File: src/rtl/neurosync_pkg.sv
// Shared encodings for the neurosync play handshake: FSM states, one-hot
// answer codes and default timing.
package neurosync_pkg;

    localparam int unsigned STATE_W            = 4;
    localparam int unsigned ANS_W              = 4;
    localparam int unsigned DEFAULT_MOVE_TICKS = 50_000_000;
    localparam int unsigned DEFAULT_CNT_W      = 26;

    localparam logic [ANS_W-1:0] ANS_BTN0 = 4'b0001;
    localparam logic [ANS_W-1:0] ANS_BTN1 = 4'b0010;
    localparam logic [ANS_W-1:0] ANS_BTN2 = 4'b0100;
    localparam logic [ANS_W-1:0] ANS_BTN3 = 4'b1000;

    typedef enum logic [STATE_W-1:0] {
        ST_IDLE       = 4'd0,
        ST_MOVE       = 4'd1,
        ST_PRONTO_MOV = 4'd2,
        ST_ESPERA     = 4'd3,
        ST_VERIFICA   = 4'd4,
        ST_ERROU      = 4'd5,
        ST_ACERTOU    = 4'd6
    } play_state_e;

    // True when exactly one bit of an answer code is set.
    function automatic logic is_onehot_ans(input logic [ANS_W-1:0] v);
        return (v != '0) && ((v & (v - ANS_W'(1))) == '0);
    endfunction

endpackage

File: src/rtl/neurosync_play_responder_if.sv
// Play handshake between the game control unit (master) and the responder
// (slave), plus the debounced buttons the responder watches.
interface neurosync_play_responder_if;
    import neurosync_pkg::*;

    logic             req_move;
    logic             req_resposta;
    logic [ANS_W-1:0] resposta_esp;
    logic [ANS_W-1:0] botoes;
    logic             pronto_play;
    logic             acertou_play;
    logic             ocupado;
    logic             errou_pulse;

    modport master (
        output req_move, req_resposta, resposta_esp, botoes,
        input  pronto_play, acertou_play, ocupado, errou_pulse
    );

    modport slave (
        input  req_move, req_resposta, resposta_esp, botoes,
        output pronto_play, acertou_play, ocupado, errou_pulse
    );
endinterface

File: src/rtl/neurosync_edge_detector.sv
// Per-bit rising-edge detector; the edge flag is combinational on the
// current input against the registered previous value.
module neurosync_edge_detector #(
    parameter int unsigned W = 4
) (
    input  logic         clock,
    input  logic         reset,
    input  logic [W-1:0] d_i,
    output logic [W-1:0] rise_c_o
);

    logic [W-1:0] prev_q;

    always_ff @(posedge clock) begin
        if (reset) begin
            prev_q <= '0;
        end else begin
            prev_q <= d_i;
        end
    end

    assign rise_c_o = d_i & ~prev_q;

endmodule

File: src/rtl/neurosync_play_responder.sv
// Responder for the play handshake: runs timed moves and answer captures,
// reporting completion and correctness back to the control unit.
module neurosync_play_responder
    import neurosync_pkg::*;
#(
    parameter int unsigned MOVE_TICKS = DEFAULT_MOVE_TICKS,
    parameter int unsigned TIMEOUT    = 0,
    parameter int unsigned CNT_W      = DEFAULT_CNT_W
) (
    input  logic                        clock,
    input  logic                        reset,
    neurosync_play_responder_if.slave   bus
);

    localparam logic [CNT_W-1:0] MOVE_LAST    = CNT_W'(MOVE_TICKS - 1);
    localparam logic [CNT_W-1:0] TIMEOUT_LAST = (TIMEOUT == 0) ? '0 : CNT_W'(TIMEOUT - 1);
    localparam logic [CNT_W-1:0] CNT_MAX      = '1;
    localparam bit               TIMEOUT_EN   = (TIMEOUT != 0);

    play_state_e      state_q, state_d;
    logic [CNT_W-1:0] cnt_q, cnt_d;
    logic [ANS_W-1:0] resp_q, resp_d;
    logic [ANS_W-1:0] press_q, press_d;
    logic             pronto_q, pronto_d;
    logic             acertou_q, acertou_d;
    logic             ocupado_q, ocupado_d;
    logic             errou_q, errou_d;

    logic [ANS_W-1:0] rise_c;
    logic             press_c;

    neurosync_edge_detector #(.W(ANS_W)) u_edge (
        .clock    (clock),
        .reset    (reset),
        .d_i      (bus.botoes),
        .rise_c_o (rise_c)
    );

    assign press_c = |rise_c;

    // Next state, counter and captured values; requests override everything.
    always_comb begin
        state_d = state_q;
        cnt_d   = cnt_q;
        resp_d  = resp_q;
        press_d = press_q;

        unique case (state_q)
            ST_MOVE: begin
                if (cnt_q == MOVE_LAST) state_d = ST_PRONTO_MOV;
            end
            ST_ESPERA: begin
                if (press_c) begin
                    state_d = ST_VERIFICA;
                    press_d = bus.botoes;
                end else if (TIMEOUT_EN && (cnt_q == TIMEOUT_LAST)) begin
                    state_d = ST_ERROU;
                end
            end
            ST_VERIFICA: begin
                state_d = (is_onehot_ans(press_q) && (press_q == resp_q)) ? ST_ACERTOU : ST_ERROU;
            end
            ST_ERROU: begin
                state_d = ST_ESPERA;
            end
            default: begin
                state_d = state_q;
            end
        endcase

        if (bus.req_resposta) begin
            state_d = ST_ESPERA;
            resp_d  = bus.resposta_esp;
        end else if (bus.req_move) begin
            state_d = ST_MOVE;
        end

        // Counter only runs while staying in a timed state, and saturates.
        if (bus.req_resposta || bus.req_move) begin
            cnt_d = '0;
        end else if (((state_q == ST_MOVE) || (state_q == ST_ESPERA)) && (state_d == state_q)) begin
            cnt_d = (cnt_q == CNT_MAX) ? cnt_q : cnt_q + CNT_W'(1);
        end else begin
            cnt_d = '0;
        end
    end

    // Moore outputs decoded from the upcoming state so they land in flops.
    always_comb begin
        pronto_d  = 1'b0;
        acertou_d = 1'b0;
        ocupado_d = 1'b0;
        errou_d   = 1'b0;
        unique case (state_d)
            ST_MOVE, ST_ESPERA: ocupado_d = 1'b1;
            ST_PRONTO_MOV:      pronto_d  = 1'b1;
            ST_ERROU: begin
                pronto_d = 1'b1;
                errou_d  = 1'b1;
            end
            ST_ACERTOU: begin
                pronto_d  = 1'b1;
                acertou_d = 1'b1;
            end
            default: begin
                pronto_d = 1'b0;
            end
        endcase
    end

    always_ff @(posedge clock) begin
        if (reset) begin
            state_q   <= ST_IDLE;
            cnt_q     <= '0;
            resp_q    <= '0;
            press_q   <= '0;
            pronto_q  <= 1'b0;
            acertou_q <= 1'b0;
            ocupado_q <= 1'b0;
            errou_q   <= 1'b0;
        end else begin
            state_q   <= state_d;
            cnt_q     <= cnt_d;
            resp_q    <= resp_d;
            press_q   <= press_d;
            pronto_q  <= pronto_d;
            acertou_q <= acertou_d;
            ocupado_q <= ocupado_d;
            errou_q   <= errou_d;
        end
    end

    assign bus.pronto_play  = pronto_q;
    assign bus.acertou_play = acertou_q;
    assign bus.ocupado      = ocupado_q;
    assign bus.errou_pulse  = errou_q;

endmodule

File: src/flat_wrapper.sv
// flat-port wrapper written by rule: the top's interface ports become plain ports
module neurosync_play_responder_flat import neurosync_pkg::*;
#(
    parameter int unsigned MOVE_TICKS = DEFAULT_MOVE_TICKS,
    parameter int unsigned TIMEOUT    = 0,
    parameter int unsigned CNT_W      = DEFAULT_CNT_W
)
  (clock, reset, bus_req_move, bus_req_resposta, bus_resposta_esp, bus_botoes, bus_pronto_play, bus_acertou_play, bus_ocupado, bus_errou_pulse);
  neurosync_play_responder_if bus_i ();
  input  logic clock;
  input  logic reset;
  input wire logic [$bits(bus_i.req_move)-1:0] bus_req_move;
  input wire logic [$bits(bus_i.req_resposta)-1:0] bus_req_resposta;
  input wire logic [$bits(bus_i.resposta_esp)-1:0] bus_resposta_esp;
  input wire logic [$bits(bus_i.botoes)-1:0] bus_botoes;
  output wire logic [$bits(bus_i.pronto_play)-1:0] bus_pronto_play;
  output wire logic [$bits(bus_i.acertou_play)-1:0] bus_acertou_play;
  output wire logic [$bits(bus_i.ocupado)-1:0] bus_ocupado;
  output wire logic [$bits(bus_i.errou_pulse)-1:0] bus_errou_pulse;
  assign bus_i.req_move = bus_req_move;
  assign bus_i.req_resposta = bus_req_resposta;
  assign bus_i.resposta_esp = bus_resposta_esp;
  assign bus_i.botoes = bus_botoes;
  assign bus_pronto_play = bus_i.pronto_play;
  assign bus_acertou_play = bus_i.acertou_play;
  assign bus_ocupado = bus_i.ocupado;
  assign bus_errou_pulse = bus_i.errou_pulse;
  neurosync_play_responder #(.MOVE_TICKS(MOVE_TICKS), .TIMEOUT(TIMEOUT), .CNT_W(CNT_W)) u_core (.clock(clock), .reset(reset), .bus(bus_i));
endmodule
File: config.mk
export PLATFORM = sky130hd
export DESIGN_NAME = neurosync_play_responder_flat
export DESIGN_NICKNAME = d
export VERILOG_FILES = /design/src/rtl/neurosync_pkg.sv /design/src/rtl/neurosync_play_responder_if.sv /design/src/rtl/neurosync_edge_detector.sv /design/src/rtl/neurosync_play_responder.sv /design/src/flat_wrapper.sv
export SDC_FILE = /design/constraint.sdc
export NUM_CORES = 1
export LEC_CHECK = 0
export CORE_ASPECT_RATIO = 1.25
export CORE_MARGIN = 8
export CORE_UTILIZATION = 45
export DETAILED_ROUTE_END_ITERATION = 12
export SETUP_SLACK_MARGIN = 0.4
export SYNTH_ARGS = -nofsm -noshare
export SYNTH_HDL_FRONTEND = slang
export SYNTH_SLANG_ARGS = --single-unit
export TNS_END_PERCENT = 5
File: constraint.sdc
create_clock -name clock -period 2.8 [get_ports clock]
set_input_delay 0.42 -clock clock [delete_from_list [all_inputs] [get_ports clock]]
set_output_delay 0.42 -clock clock [all_outputs]
set_load 0.005 [all_outputs]
==> flow_metrics.env, run 1 <==
export IMPL_coreArea_um2=4695
export IMPL_rsz0062_at_grt="false"
export IMPL_outcome="finished clean"
export IMPL_synth_seq_cells=46
export IMPL_r2r_start="u_core.cnt_q[0]$_SDFFE_PP0P_"
export IMPL_ys_flop_type="dfxtp_1"
export IMPL_drt_iter0_drc=78
export IMPL_dieArea_um2=7344
export IMPL_fill_cells=453
export IMPL_reg2reg_slack_ps=580
export IMPL_hold_path_startpoint="u_core.cnt_q[21]$_SDFFE_PP0P_"
export IMPL_h_tree_depth=2
export IMPL_dp_final_hpwl_um=3048
export IMPL_crit_path_end_kind="register"
export IMPL_worst_pin_slew_ps=710.6
export IMPL_fin_crit_ps=2215
export IMPL_relSlewSlack_pct=52.23
export IMPL_clkTransAtPathRegs_ps=80
export IMPL_ctsLongestPathBuffers=2
export IMPL_worstSetupPathType="register to register"
export IMPL_ios=16
export IMPL_die_w_um=78.27
export IMPL_skew_ps=6.480
export IMPL_wl_um=4668
export IMPL_cts_made_buffers=5
export IMPL_gp_congestion=0.7909
export IMPL_tns_ps=0
export IMPL_grt_max_degree=27
export IMPL_r2r_end="u_core.cnt_q[5]$_SDFFE_PP0P_"
export IMPL_place_inst=316
export IMPL_gr_total_overflow=0
export IMPL_drcViolationCount=0
export IMPL_antenna_left=0
export IMPL_cts_root_buf="clkbuf_8"
export IMPL_cp_data_arrival_time_ps=2400
export IMPL_syn_area_per_cell_um2=8.829
export IMPL_syn_nets=260
export IMPL_rows=28
export IMPL_hold_ws_ps=487.1
export IMPL_layout_nets=278
export IMPL_synth_commonest_cells="dfxtp_1, nor2_1, nand2_1"
export IMPL_critPathRequiredTime_ps=2990
export IMPL_portBuffers=15
export IMPL_cp_startpoint="u_core.cnt_q[0]$_SDFFE_PP0P_"
export IMPL_final_max_slew_viol_count=0
export IMPL_grt_antenna_before_repair=0
export IMPL_cp_max_fo=13
export IMPL_clk_latency_ps=300
export IMPL_die_height_um=93.83
export IMPL_ir_worst_vdd_mv=0.2608
export IMPL_syn_inst=247
export IMPL_area_growth_syn_to_layout_pct=14.97
export IMPL_synth_area_um2=2181
export IMPL_drive_gt1_share_pct=9.023
export IMPL_power_density_nw_per_um2=474.7
export IMPL_hold_path_class="register to register"
export IMPL_grt_pass1_wl_um=7631
export IMPL_stdcell_count=326
export IMPL_crit_end="u_core.cnt_q[5]$_SDFFE_PP0P_"
export IMPL_p_leak_nw=0.8832
export IMPL_ctsHoldBuffers=0
export IMPL_yosys_warnings=0
export IMPL_grt_pass1_vias=1691
export IMPL_ys_top_cells_by_area="dfxtp_1, xor2_1, nor2_1"
export IMPL_tritoncts_num_sinks=46
export IMPL_netlist_area_leader_share_pct=42.23
export IMPL_yosys_cell_types_count=42
export IMPL_async_reset_ff_share_pct=0
export IMPL_start_util_pct=46.46
export IMPL_seq_area_frac_synth_pct=42.23
export IMPL_fin_crit_sh_pct=79.12
export IMPL_post_cts_setup_buffers=0
export IMPL_vias=1768
export IMPL_hold_viol=0
export IMPL_grt_total_usage_pct=12.62
export IMPL_cap_violations=0
export IMPL_setup_viol=0
export IMPL_r2r_cells=7
export IMPL_vias_per_cell=5.423
export IMPL_yosysTopAreaCell="dfxtp_1"
export IMPL_yosysMostFrequentCell="dfxtp_1"
export IMPL_diodes=0
export IMPL_synth_enable_flop_cells=0
export IMPL_wl_per_cell_um=14.32
export IMPL_cp_start_kind="register"
export IMPL_cts_tree="built"
export IMPL_fmax_mhz=451.4
export IMPL_post_cts_resized=0
export IMPL_dr_pass1_iters=5
## critical path, stage by stage (launching register included)
cell and delay (ps):
dfxtp_1 380, ha_1 220, nand4_1 240, nor4_4 350
a21boi_1 150, a211oi_4 350, nand3b_4 330, nor2_1 80
## layer usage
metal,global-route usage (%),vias up,wire [µm]
met5,0,-,0
met4,5.728,0,81
met3,2.682,8,154
met2,22.01,30,2376
met1,14.33,819,2056
li1,-,911,-
## cell usage in the layout (no fill, tap or decap), types with 2 or more instances in the layout
master	synthesis	final
dfxtp_1	46	46
nor2_1	33	33
nand2_1	19	19
xor2_1	15	15
clkdlybuf4s50_1	0	15
and3_1	13	13
o21ai_0	13	13
nand3_1	13	13
nor3_1	11	11
xnor2_1	9	9
nor2b_1	8	8
a21oi_1	8	8
nand4_1	6	6
clkbuf_8	0	6
and4_1	5	5
mux2i_1	5	5
nand2b_1	3	3
nor2_2	3	3
buf_4	0	3
inv_1	2	2
nor4_1	3	2
nor4_4	2	2
nand3b_4	1	2
or3_1	2	2
## worst min path at each step
| stage | end | slack (ps) | depth (start not counted) |
|---|---|---|---|
| after floorplan | u_core.cnt_q[21]$_SDFFE_PP0P_ | 450 | 2 |
| after global placement | u_core.cnt_q[21]$_SDFFE_PP0P_ | 470 | 2 |
| after detailed placement | u_core.cnt_q[21]$_SDFFE_PP0P_ | 480 | 2 |
| after CTS | u_core.cnt_q[21]$_SDFFE_PP0P_ | 490 | 2 |
| after global routing | u_core.cnt_q[21]$_SDFFE_PP0P_ | 530 | 2 |
| final | u_core.cnt_q[21]$_SDFFE_PP0P_ | 490 | 2 |
## report_power, final
part,switching (mW),total [mW],leakage [nW],internal [mW]
clock network,0.218,0.417,0.0482,0.199
logic,0.0491,0.0965,0.461,0.0474
registers,0.0104,0.676,0.374,0.666
## state kept, by name, indices dropped and copies added (netlist names), 4 cells and up
| signal | count |
|---|---|
| u_core.cnt_q | 26 |
| u_core.press_q | 4 |
| u_core.resp_q | 4 |
| u_core.state_q | 4 |
| u_core.u_edge.prev_q | 4 |
## final cells by class
class | count | area [µm²] | share of cell area, %
clock buffers | 7 | 86.33 | 3.443
clock inverters | 1 | 5.005 | 0.1996
inverters | 2 | 7.507 | 0.2994
multi-input cells | 192 | 1240 | 49.45
flip-flops and latches | 46 | 920.9 | 36.73
well taps | 60 | 75.07 | 2.994
repair buffers | 18 | 172.7 | 6.886
## cells by family after synthesis
kind of cell | after synthesis | share of synthesized area (%)
and+or+nand+nor | 129 | 33.16
DFF | 46 | 42.23
AOI/OAI and AO/OA | 31 | 9.123
xor gates and xnor gates | 24 | 9.639
buffers and inverters | 11 | 2.983
muxes | 5 | 2.295
adders and majority gates | 1 | 0.5736
## through the flow
stage               cell area (µm²)  utilization [%]  total power, mW  worst slack (ps)
finish                         2507            53.41            1.190             584.5
detailed placement             2371            50.51           0.7799             218.0
global placement               2371            50.51           0.7799             309.5
global route                   2507            53.41            1.241             368.9
floorplan                      2181                -           0.7457             825.7
CTS                            2462            52.45            1.197             444.5
Power figures use the tool's default switching activity.
==> run 2: changes to the inputs <==
==> constraint.sdc (replaced) <==
create_clock -name clock -period 2.3 [get_ports clock]
set_input_delay 0.345 -clock clock [delete_from_list [all_inputs] [get_ports clock]]
set_output_delay 0.345 -clock clock [all_outputs]
set_load 0.005 [all_outputs]
==> flow_metrics.env, run 2 (synthesized netlist as in run 1, its figures left out) <==
export IMPL_cts_made_buffers=5
export IMPL_worstPathCellList="ha_2 > nand4_1 > or4_1 > nand4_1 > xor2_1 > nor2_1"
export IMPL_dr_pass1_iters=4
export IMPL_vias=1801
export IMPL_relSlewSlack_pct=62.02
export IMPL_area_growth_syn_to_layout_pct=18.53
export IMPL_rows=28
export IMPL_outcome="finished clean"
export IMPL_worstSetupPathType="register to register"
export IMPL_dieArea_um2=7344
export IMPL_multi_input_area_um2=1197
export IMPL_path_buf_inv=0
export IMPL_clk_latency_ps=290
export IMPL_coreArea_um2=4695
export IMPL_start_util_pct=46.46
export IMPL_total_power_mw=1.410
export IMPL_critPathRequiredTime_ps=2490
export IMPL_largest_register_ffs=26
export IMPL_p_leak_nw=0.9461
export IMPL_cap_violations=0
export IMPL_p_sw_mw=0.3255
export IMPL_die_height_um=93.83
export IMPL_ios=16
export IMPL_power_frac_seq_pct=58.4
export IMPL_cts_tree="built"
export IMPL_final_max_slew_viol_count=0
export IMPL_post_cts_resized=0
export IMPL_cts_root_buf="clkbuf_8"
export IMPL_layout_nets=292
export IMPL_portBuffers=15
export IMPL_wl_per_cell_um=13.12
export IMPL_wl_um=4448
export IMPL_fill_cells=463
export IMPL_p_sw_share_pct=23.08
export IMPL_fmax_mhz=494.3
export IMPL_cp_startpoint="u_core.cnt_q[0]$_SDFFE_PP0P_"
export IMPL_vias_per_cell=5.313
export IMPL_ctsLongestPathBuffers=2
export IMPL_die_w_um=78.27
export IMPL_crit_path_end_kind="register"
export IMPL_cp_max_fo=5
export IMPL_drcViolationCount=0
export IMPL_r2r_end="u_core.cnt_q[19]$_SDFFE_PP0P_"
export IMPL_h_tree_depth=2
export IMPL_layout_commonest_cell="dfxtp_1"
export IMPL_dp_final_hpwl_um=3310
export IMPL_grt_total_usage_pct=13.05
export IMPL_cp_data_arrival_time_ps=2210
export IMPL_antenna_left=0
export IMPL_crit_end="u_core.cnt_q[19]$_SDFFE_PP0P_"
export IMPL_crit_slowest_cell="or4_1"
export IMPL_power_density_nw_per_um2=545.4
export IMPL_cp_slowest_stage_delay_ps=680
export IMPL_fin_crit_sh_pct=87.95
export IMPL_largest_register="u_core.cnt_q"
export IMPL_cp_depth=6
export IMPL_cp_common_cell="nand4_1"
export IMPL_diodes=0
export IMPL_gp_congestion=0.7964
export IMPL_hold_path_class="register to register"
export IMPL_p_int_mw=1.084
export IMPL_reg2reg_slack_ps=280
export IMPL_drt_iter0_drc=82
export IMPL_fin_crit_ps=2023
export IMPL_grt_pass1_wl_um=7900
export IMPL_r2r_start="u_core.cnt_q[0]$_SDFFE_PP0P_"
export IMPL_path_delay_family="simple AND/OR/NAND/NOR gates"
export IMPL_grt_pass1_vias=1859
export IMPL_rsz0062_at_grt="true"
export IMPL_ir_worst_vdd_mv=0.4444
export IMPL_r2r_cells=6
export IMPL_ctsHoldBuffers=0
export IMPL_clkTransAtPathRegs_ps=80
export IMPL_skew_ps=4.647
export IMPL_worst_pin_slew_ps=567.1
export IMPL_pwr_share_comb_pct=8.9
export IMPL_mostFrequentLayoutCells="dfxtp_1, nor2_1, nand2_1, buf_4"
export IMPL_drive_gt1_share_pct=13.62
export IMPL_p_clk_share_pct=32.7
export IMPL_hold_viol=0
export IMPL_setup_viol=0
export IMPL_cp_start_kind="register"
export IMPL_grt_antenna_before_repair=0
export IMPL_tritoncts_num_sinks=46
export IMPL_hold_ws_ps=485.9
export IMPL_gr_total_overflow=0
export IMPL_seqCellArea_um2=920.9
export IMPL_grt_max_degree=18
==> run 2: power groups by stage <==
stage	Combinational [mW]	Clock (mW)	Sequential, mW
floorplan	0.0685	0	0.839
global route	0.139	0.525	0.826
finish	0.125	0.461	0.823
CTS	0.127	0.490	0.824
detailed placement	0.126	0	0.843
global placement	0.125	0	0.842
==> run 2: worst min-delay path by stage <==
| stage | startpoint | slack (ps) | cells after the start | to |
|---|---|---|---|---|
| detailed placement | u_core.cnt_q[21]$_SDFFE_PP0P_ | 470 | 2 | u_core.cnt_q[21]$_SDFFE_PP0P_ |
| floorplan | bus_req_move | 420 | 1 | u_core.state_q[3]$_SDFF_PP0_ |
| global placement | u_core.cnt_q[21]$_SDFFE_PP0P_ | 460 | 2 | u_core.cnt_q[21]$_SDFFE_PP0P_ |
| finish | u_core.cnt_q[21]$_SDFFE_PP0P_ | 490 | 2 | u_core.cnt_q[21]$_SDFFE_PP0P_ |
| CTS | u_core.cnt_q[21]$_SDFFE_PP0P_ | 490 | 2 | u_core.cnt_q[21]$_SDFFE_PP0P_ |
| global route | u_core.cnt_q[21]$_SDFFE_PP0P_ | 520 | 2 | u_core.cnt_q[21]$_SDFFE_PP0P_ |
==> run 2: layout make-up <==
class                           instances  area share [%]
Clock buffer                            5           2.662
Tap cell                               60           2.904
Inverter                                2          0.2904
Timing Repair Buffer                   34           11.81
Sequential cell                        46           35.62
Multi-Input combinational cell        190           46.32
Clock inverter                          2          0.3872
==> run 2: stage by stage <==
step	cells	util, %	cell area, µm²	setup slack, ps	setup TNS [ps]
floorplan	247	-	2183	396.4	0
detailed placement	331	53.22	2499	-25.59	-132.9
finish	339	55.06	2585	277.1	0
global route	339	55.06	2585	134.7	0
global placement	331	53.22	2499	41.43	0
CTS	339	55.06	2585	264.6	0
==> run 2: routing by layer <==
metal  part of all wire, %  track usage, %
met4                   2.2           5.882
met2                    50           23.25
met5                     0               0
met1                    44           13.98
met3                   3.1           3.544
==> run 2: timing repair <==
item	CTS	global route
endpoints found under the hold margin	0	0
setup endpoints to repair	27	30
setup buffers	1	0
cloned	0	0
==> run 2: worst min-delay path, cell delays in order, from the launching register on <==
cell,delay [ps]
dfxtp_1,320
o21ai_0,70
a21oi_1,60
==> run 3: changes to the inputs <==
--- a/config.mk
+++ b/config.mk
@@ -5,6 +5,7 @@
 export SDC_FILE = /design/constraint.sdc
 export NUM_CORES = 1
 export LEC_CHECK = 0
+export ABC_CLOCK_PERIOD_IN_PS = 2300
 export CORE_ASPECT_RATIO = 1.25
 export CORE_MARGIN = 8
 export CORE_UTILIZATION = 45
==> results of run 3 <==
No change in the layout: final DEF, timing and power equal those of run 2.
